File: src/rtl/config_loader_pkg.sv
// Shared definitions for config_loader: default geometry and the FSM state encoding.
// The CHECK state exists only when CONFIG_LOADER_CHECKSUM_EN is defined.
package config_loader_pkg;

  localparam int WORD_W_DEF    = 32;
  localparam int NUM_WORDS_DEF = 31;
  localparam int STATE_W       = 3;

  typedef logic [STATE_W-1:0] state_t;

  localparam state_t ST_IDLE      = 3'd0;
  localparam state_t ST_WAIT_WORD = 3'd1;
  localparam state_t ST_SETUP     = 3'd2;
  localparam state_t ST_STROBE    = 3'd3;
  localparam state_t ST_HOLD      = 3'd4;
  localparam state_t ST_DONE      = 3'd5;
`ifdef CONFIG_LOADER_CHECKSUM_EN
  localparam state_t ST_CHECK     = 3'd6;
`endif

  // A load is in flight in every state except the two resting ones.
  function automatic logic state_busy(input state_t s);
    return !((s == ST_IDLE) || (s == ST_DONE));
  endfunction

endpackage

File: src/rtl/config_loader.sv
// Streams NUM_WORDS configuration words into a latch bank: each word is put on io_d_out,
// then one enable strobes with a quiet cycle either side. Optional checksum: CONFIG_LOADER_CHECKSUM_EN.
module config_loader
  import config_loader_pkg::*;
#(
  parameter int WORD_W    = WORD_W_DEF,
  parameter int NUM_WORDS = NUM_WORDS_DEF
) (
  input  logic                 clk,
  input  logic                 reset,
  input  logic                 io_start,
  input  logic                 io_in_valid,
  output logic                 io_in_ready,
  input  logic [WORD_W-1:0]    io_in_data,
  output logic [WORD_W-1:0]    io_d_out,
  output logic [NUM_WORDS-1:0] io_configs_en,
  output logic                 io_busy,
`ifdef CONFIG_LOADER_CHECKSUM_EN
  output logic                 io_error,
`endif
  output logic                 io_done
);

  localparam int IDX_W = (NUM_WORDS > 1) ? $clog2(NUM_WORDS) : 1;
  localparam logic [IDX_W-1:0] LAST_IDX = IDX_W'(NUM_WORDS - 1);

  // Word stream: a word moves when io_in_valid && io_in_ready on a rising clk edge.
  // io_in_ready depends only on the state register, never on io_in_valid.
  state_t                 state;
  logic [IDX_W-1:0]       idx;
  logic [WORD_W-1:0]      d_out;
  logic [NUM_WORDS-1:0]   en;
  logic                   done;
  logic                   handshake;
`ifdef CONFIG_LOADER_CHECKSUM_EN
  logic [WORD_W-1:0]      acc;
  logic                   error;
`endif

`ifdef CONFIG_LOADER_CHECKSUM_EN
  assign io_in_ready = (state == ST_WAIT_WORD) || (state == ST_CHECK);
  assign io_error    = error;
`else
  assign io_in_ready = (state == ST_WAIT_WORD);
`endif
  assign handshake     = io_in_valid && io_in_ready;
  assign io_d_out      = d_out;
  assign io_configs_en = en;
  assign io_busy       = state_busy(state);
  assign io_done       = done;

  always_ff @(posedge clk) begin
    if (reset) begin
      state <= ST_IDLE;
      idx   <= '0;
      d_out <= '0;
      en    <= '0;
      done  <= 1'b0;
`ifdef CONFIG_LOADER_CHECKSUM_EN
      acc   <= '0;
      error <= 1'b0;
`endif
    end else begin
      case (state)
        ST_IDLE, ST_DONE: begin
          if (io_start) begin
            done  <= 1'b0;
            idx   <= '0;
            state <= ST_WAIT_WORD;
`ifdef CONFIG_LOADER_CHECKSUM_EN
            acc   <= '0;
            error <= 1'b0;
`endif
          end
        end
        ST_WAIT_WORD: begin
          if (handshake) begin
            d_out <= io_in_data;
            state <= ST_SETUP;
`ifdef CONFIG_LOADER_CHECKSUM_EN
            acc   <= acc ^ io_in_data;
`endif
          end
        end
        ST_SETUP: begin
          // io_d_out has settled for a full cycle before the enable rises.
          en    <= NUM_WORDS'(1) << idx;
          state <= ST_STROBE;
        end
        ST_STROBE: begin
          en    <= '0;
          state <= ST_HOLD;
        end
        ST_HOLD: begin
          if (idx == LAST_IDX) begin
`ifdef CONFIG_LOADER_CHECKSUM_EN
            state <= ST_CHECK;
`else
            done  <= 1'b1;
            state <= ST_DONE;
`endif
          end else begin
            idx   <= idx + 1'b1;
            state <= ST_WAIT_WORD;
          end
        end
`ifdef CONFIG_LOADER_CHECKSUM_EN
        ST_CHECK: begin
          // The trailing word is the expected XOR of the whole load; it never reaches io_d_out.
          if (handshake) begin
            error <= (io_in_data != acc);
            done  <= 1'b1;
            state <= ST_DONE;
          end
        end
`endif
        default: state <= ST_IDLE;
      endcase
    end
  end

endmodule
File: config.mk
export PLATFORM = sky130hd
export DESIGN_NAME = config_loader
export DESIGN_NICKNAME = d
export VERILOG_FILES = /design/src/rtl/config_loader_pkg.sv /design/src/rtl/config_loader.sv
export SDC_FILE = /design/constraint.sdc
export NUM_CORES = 1
export LEC_CHECK = 0
export BUFFER_PORTS_ARGS = -buffer_cell sky130_fd_sc_hd__buf_2
export CORE_UTILIZATION = 48
export CTS_CLUSTER_SIZE = 28
export DETAILED_ROUTE_END_ITERATION = 10
export PLACE_DENSITY_LB_ADDON = 0.25
export SYNTH_ARGS = -nofsm -noshare
export SYNTH_HDL_FRONTEND = slang
export SYNTH_SLANG_ARGS = --single-unit
export TNS_END_PERCENT = 100
File: constraint.sdc
create_clock -name clk -period 2.4 [get_ports clk]
set_input_delay 0 -clock clk [delete_from_list [all_inputs] [get_ports clk]]
set_output_delay 0 -clock clk [all_outputs]
set_load 0.02 [all_outputs]
==> summary.txt, run 1 <==
Worst hold path
  • Worst Hold Class: in -> reg

Power and ir drop
  • Power density over the cells: 633 nW/um2
  • VDD IR max: 378 uV
  • Static Leak: 1.71 nW

Critical path
  • CP Depth: 4
  • R2R depth: 4
  • Worst Path Arrival: 2.26 ns
  • Critical-path top delay cell: or2_1
  • Delay of the slowest critical-path stage: 0.83 ns
  • CP Max Fanout: 32
  • Reg-to-reg critical path startpoint: state[1]
  • Cell Chain, Critical Path: nand3b_1 > or2_1 > nand2_1 > a21oi_1
  • CP required: 2.65 ns
  • Worst path bufs/invs: 0
  • Worst r2r dst: io_d_out[27]
  • Reg2reg setup slack: 0.39 ns
  • Startpoint types: flop
  • CP startpoint: state[1]
  • Crit path capture: io_d_out[27]
  • CP Class: reg -> reg
  • Crit. End Element: flop
  • CP top delay family: simple AND/OR/NAND/NOR gates

Placement
  • Routability Congestion: 0.793
  • Dpl hpwl: 4.43 mm
  • Placed instance count: 483
  • # port buffers: 101
  • Placed cell area: 3300 um2

Route
  • Drt initial violations: 110
  • # DRC: 0
  • Final WL: 7.16 mm
  • Via count: 2745
  • Wire per inst: 13.5 um
  • Drt via density: 5.17
  • Drt first pass iters: 6
  • Final ANT Viol Nets: 0

Logic synthesis
  • Asr flop ratio synth: 0%
  • Syn_nets: 373
  • Avg Cell Area, Syn: 8.38 um2
  • Post-synth EDFFs: 0
  • Cell taking the most area after synthesis: dfxtp_1
  • Post-synth cell types: 30
  • Synth top cells by count: dfxtp_1 (72), nand2_1 (66), a21oi_1 (42), nor2_1 (41), a22oi_1 (29)
  • Synth area leaders: dfxtp_1 (52%), nand2_1 (8.9%), a22oi_1 (7.9%)
  • Flops & latches, synth: 72
  • Synthesized area: 2770 um2
  • Most frequent cell after synthesis: dfxtp_1
  • Ys flop type: dfxtp_1
  • Sequential-to-total area share from yosys stat: 52.0%
  • Area share of the largest cell type after synthesis: 52.0%
  • Syn Inst Count: 331
  • Synth warn: 0

Timing
  • Post-route minimum period: 2.01 ns
  • Final Max Tran Viols: 0
  • Fmax: 497 MHz
  • Hold Fails Final Rpt: 0
  • RSZ-0062 raised after global routing: no
  • Final period util: 83.8%
  • Least-Margin Pin Slew: 1.06 ns
  • Endpoints failing setup: 0
  • Slew Limit Headroom: 29.2%
  • Clk_skew: 0.00497 ns
  • Setup TNS: 0 ns

Global route
  • GRT overflow: 0
  • Vias in the first global route: 2586
  • Largest net degree at the start of global routing: 41
  • First-pass GRT wire length: 11.7 mm
  • Initial antenna violation count: 0
  • Total GRT Usage: 24.4%

Clocking
  • Clock slew seen by the registers of the worst setup and hold paths: 0.07 ns
  • CTS tree: built
  • Sink Count: 72
  • CTS Buf Count: 9
  • Clk root buf: clkbuf_8
  • Clock Path Buffers: 2
  • Post-CTS setup buffers: 0
  • Cts repair resizes: 0
  • H-tree levels: 3
  • Clk_lat worst skew: 0.33 ns
  • Hold buffer count at cts: 33

Die
  • # rows: 27
  • Io pins: 102
  • Die span in x: 78 um
  • Die Ht: 78 um
  • Die area: 6080 um2
  • Core footprint: 5540 um2
  • Initial core utilization: 50.0%

Finish
  • Antenna Cells: 0
  • Share of cells above drive strength 1: 25.9%
  • Final Net Count: 497
  • Area grow syn2layout: 37.7%
  • Final Cell Area: 3820 um2
  • Non-Filler Instances: 531

Flow run
  • Max Cap Violations: 0

Outcome
  • Status: finished, final reports clean
worst reg2reg max path: cells and delay by family (launching register included):
kind	cells	cell delay (ns)
compound gates	1	0.21
simple gates	3	1.19
flops	1	0.53
stage by stage:
stage | total power [mW] | setup WS [ns] | util (%) | hold WS, ns
after global routing | 2.51 | 0.170 | 68.9 | 0.0625
after CTS | 2.43 | 0.398 | 68.9 | 0.0361
after global placement | 1.48 | 0.515 | 59.6 | 0.240
after detailed placement | 1.48 | 0.415 | 59.6 | 0.248
final | 2.42 | 0.389 | 68.9 | 0.0431
after floorplan | 1.40 | 1.13 | - | 0.136
final cells by class:
cell class / count / area, um2
fill: 458 / 1720
sequential: 72 / 1440
multi-input combinational: 229 / 1200
timing repair buffer: 137 / 871
clock buffer: 12 / 145
tap: 72 / 90.1
clock inverter: 3 / 42.5
inverter: 6 / 22.5
power breakdown:
part | internal, mW | switching (mW)
Clock | 0.502 | 0.414
Sequential | 1.22 | 0.0207
Combinational | 0.110 | 0.147
Total | 1.83 | 0.582
kinds of logic (layout without fill, tap and decap cells):
kind of cell,Yosys count,after routing,share of synthesized area [%]
AOI/OAI and AO/OA,84,84,18.7
adders and majority gates,6,6,2.71
buffers and inverters,30,158,4.65
DFF,72,72,52.0
and+or+nand+nor,139,139,22.0
worst min path at each step:
| stage | start | end | slack [ns] | depth (start not counted) |
|---|---|---|---|---|
| floorplan | io_in_data[2] | io_d_out[2] | 0.14 | 2 |
| global placement | io_in_data[13] | io_d_out[13] | 0.24 | 3 |
| detailed placement | io_in_data[31] | io_d_out[31] | 0.25 | 3 |
| CTS | io_in_valid | state[1] | 0.04 | 3 |
| global route | io_in_valid | state[1] | 0.06 | 3 |
| finish | io_in_valid | state[1] | 0.04 | 3 |
state kept, by name, summed over array words and instances, names as in the netlist:
register       cells
io_d_out          32
io_configs_en     31
io_done            1
idx                5
state              3
cell usage in the layout, fill, tap and decap left out:
cell,count
a211oi_1,1
a21oi_1,42
a22oi_1,29
a31oi_1,1
a32oi_1,3
a41oi_1,1
and2_1,2
and2b_1,1
and3_1,6
buf_12,1
buf_2,101
buf_4,2
bufinv_16,1
clkbuf_1,2
clkbuf_8,10
clkinv_2,1
clkinvlp_4,1
dfxtp_1,72
dlygate4sd3_1,33
ha_1,6
inv_1,6
nand2_1,66
nand2b_1,3
nand3_1,4
nand3b_1,1
nand4_1,1
nand4b_1,1
nor2_1,40
nor2_2,1
nor2b_1,5
nor3_1,1
nor3b_1,3
o21a_1,1
o21ai_1,5
o22a_1,1
or2_1,2
or3_1,1
or3b_4,1
routing by layer:
metal  global-route usage (%)  routed length [um]  up-vias  part of all wire, %
met5                        0                   0        -                    0
met4                     13.0                 167        0                  2.3
met3                     4.35                 359       18                  5.0
met2                     40.5                3510       98                   49
met1                     29.9                3130     1260                   44
li1                         -                   -     1369                    -
Note: power is estimated with default switching activity, not from simulation.
==> run 2: changes to the inputs <==
==> constraint.sdc (replaced) <==
create_clock -name clk -period 1.9 [get_ports clk]
set_input_delay 0 -clock clk [delete_from_list [all_inputs] [get_ports clk]]
set_output_delay 0 -clock clk [all_outputs]
set_load 0.02 [all_outputs]
==> run 2 against run 1 <==
Cell count grew 0.75%; register-to-register slack lost 0.11 ns; core utilization grew 1.2 points; design area grew 1.7%; critical path type unchanged; critical endpoint is now io_d_out[7]; largest power group unchanged.
==> summary.txt, run 2 (synthesized netlist as in run 1, its figures left out) <==
Critical path
  • CP Class: reg -> reg (unchanged)
  • CP startpoint: state[0] (was state[1])
  • Crit. End Element: flop (unchanged)
  • CP required: 2.12 ns (was 2.65 ns)
  • CP Max Fanout: 25 (was 32)
  • Startpoint types: flop (unchanged)
  • Worst Path Arrival: 1.84 ns (was 2.26 ns)
  • Reg-to-reg critical path startpoint: state[0] (was state[1])

Route
  • Final ANT Viol Nets: 0 (unchanged)
  • Final WL: 7.23 mm (was 7.16 mm)
  • Wire per inst: 13.5 um (about the same)
  • Drt via density: 5.17 (about the same)
  • Drt first pass iters: 5 (was 6)
  • Via count: 2764 (was 2745)
  • # DRC: 0 (unchanged)
  • Drt initial violations: 154 (was 110)

Finish
  • Most frequent cells in the layout: buf_2 (101), dfxtp_1 (72), nand2_1 (66) (unchanged)
  • Final core occ: 70.1% (was 68.9%)
  • Max reg flops: 32 (unchanged)
  • Area grow syn2layout: 40.0% (was 37.7%)
  • Most common cell after layout, fill and taps aside: buf_2 (unchanged)
  • Final Net Count: 500 (was 497)
  • Footprint of the multi-input gates: 1200 um2 (unchanged)
  • Antenna Cells: 0 (unchanged)
  • Fillers: 447 (was 458)
  • Register Area: 1440 um2 (unchanged)
  • Share of cells above drive strength 1: 27.0% (was 25.9%)
  • Final Cell Area: 3880 um2 (was 3820 um2)

Clocking
  • Sink Count: 72 (unchanged)
  • CTS Buf Count: 9 (unchanged)
  • CTS tree: built (unchanged)
  • H-tree levels: 3 (unchanged)
  • Clock slew seen by the registers of the worst setup and hold paths: 0.08 ns (was 0.07 ns)
  • Clk_lat worst skew: 0.34 ns (was 0.33 ns)
  • Cts repair resizes: 0 (unchanged)
  • Clock Path Buffers: 2 (unchanged)
  • Clk root buf: clkbuf_8 (unchanged)
  • Post-CTS setup buffers: 0 (unchanged)

Flow run
  • Max Cap Violations: 0 (unchanged)

Power and ir drop
  • Switching part of the total: 23.7% (was 24.1%)
  • Internal power: 2.50 mW (was 1.83 mW)
  • VDD IR max: 573 uV (was 378 uV)
  • Static Leak: 1.75 nW (was 1.71 nW)
  • Reg power frac: 47.9% (was 51.4%)
  • Combinational share of power: 10.2% (was 10.6%)
  • P_sw: 0.774 mW (was 0.582 mW)
  • Clock group share of total power: 41.9% (was 37.9%)
  • Power density over the cells: 842 nW/um2 (was 633 nW/um2)

Timing
  • Setup TNS: 0 ns (unchanged)
  • Slew Limit Headroom: 64.0% (was 29.2%)
  • RSZ-0062 raised after global routing: no (unchanged)
  • Final Max Tran Viols: 0 (unchanged)
  • Final period util: 85.3% (was 83.8%)
  • Post-route minimum period: 1.62 ns (was 2.01 ns)
  • Hold Fails Final Rpt: 0 (unchanged)
  • Clk_skew: 0.00768 ns (was 0.00497 ns)
  • WHS: 0.0425 ns (was 0.0431 ns)
  • Fmax: 617 MHz (was 497 MHz)
  • Least-Margin Pin Slew: 0.541 ns (was 1.06 ns)
  • Setup WS post-layout: 0.279 ns (was 0.389 ns)
  • Endpoints failing setup: 0 (unchanged)

Outcome
  • Status: finished, final reports clean (unchanged)

Worst hold path
  • Startpoint of the worst hold path: io_in_valid (unchanged)
  • Worst Hold Class: in -> reg (unchanged)

Global route
  • Total GRT Usage: 24.8% (was 24.4%)
  • Met2 usage: 41.1% (was 40.5%)
  • Global-route track usage on met3: 7.18% (was 4.35%)
  • Initial antenna violation count: 0 (unchanged)
  • Met1 Use GR: 29.2% (was 29.9%)
  • GRT overflow: 0 (unchanged)
  • First-pass GRT wire length: 11.8 mm (was 11.7 mm)
  • Largest net degree at the start of global routing: 73 (was 41)
  • Vias in the first global route: 2554 (was 2586)
  • GRT Max-Usage Layer: met2 (unchanged)

Die
  • Die area: 6080 um2 (unchanged)
  • # rows: 27 (unchanged)
  • Io pins: 102 (unchanged)
  • Initial core utilization: 50.0% (unchanged)
  • Die span in x: 78 um (unchanged)
  • Die Ht: 78 um (unchanged)
  • Core footprint: 5540 um2 (unchanged)

Placement
  • # port buffers: 101 (unchanged)
  • Dpl hpwl: 4.29 mm (was 4.43 mm)
  • Placed cell area: 3320 um2 (was 3300 um2)
  • Post-Place Setup Slack: 0.310 ns (was 0.415 ns)
  • Routability Congestion: 0.758 (was 0.793)
==> run 2: cell type report <==
type	instances	share of cell area [%]
clock inverter	5	2.03
sequential	72	37.1
inverter	6	0.580
multi-input combinational	229	31.0
timing repair buffer	140	23.0
tap	72	2.32
clock buffer	11	3.90
==> run 2: path summary, 6_finish.rpt <==
| path | to | slack [ns] | depth (start not counted) |
|---|---|---|---|
| max reg2reg | io_d_out[7] | 0.28 | 5 |
| max | io_d_out[7] | 0.28 | 5 |
| min reg2reg | io_d_out[19] | 0.45 | 2 |
| min | state[1] | 0.04 | 3 |
==> run 2: power by group through the flow <==
stage	registers [mW]	clock network (mW)	logic (mW)
after floorplan	1.63	0	0.140
after global placement	1.60	0	0.273
after detailed placement	1.60	0	0.276
after CTS	1.56	1.39	0.330
after global routing	1.57	1.46	0.365
final	1.57	1.37	0.335
==> run 2: critical path: stages (launching register included) <==
cell and delay [ns]:
dfxtp_1 0.54, nand3b_1 0.19, or2_1 0.35, buf_4 0.26
nand2_1 0.10, a21oi_1 0.06
==> run 2: layer usage <==
| layer | share of wire, % | up-vias | wire (um) |
|---|---|---|---|
| met3 | 5.5 | 21 | 400 |
| met4 | 2.9 | 0 | 206 |
| li1 | - | 1378 | - |
| met2 | 49 | 91 | 3540 |
| met1 | 43 | 1274 | 3080 |
| met5 | 0 | - | 0 |
==> run 2: metrics by stage <==
stage | std cells | total power [mW]
floorplan | 331 | 1.77
global placement | 486 | 1.87
detailed placement | 486 | 1.88
CTS | 535 | 3.28
global route | 535 | 3.40
finish | 535 | 3.27
==> run 2: what timing repair did <==
item                                    in CTS  in global routing
endpoints found under the setup margin       0                  0
hold buffers                                33                  0
endpoints found under the hold margin       33                  0
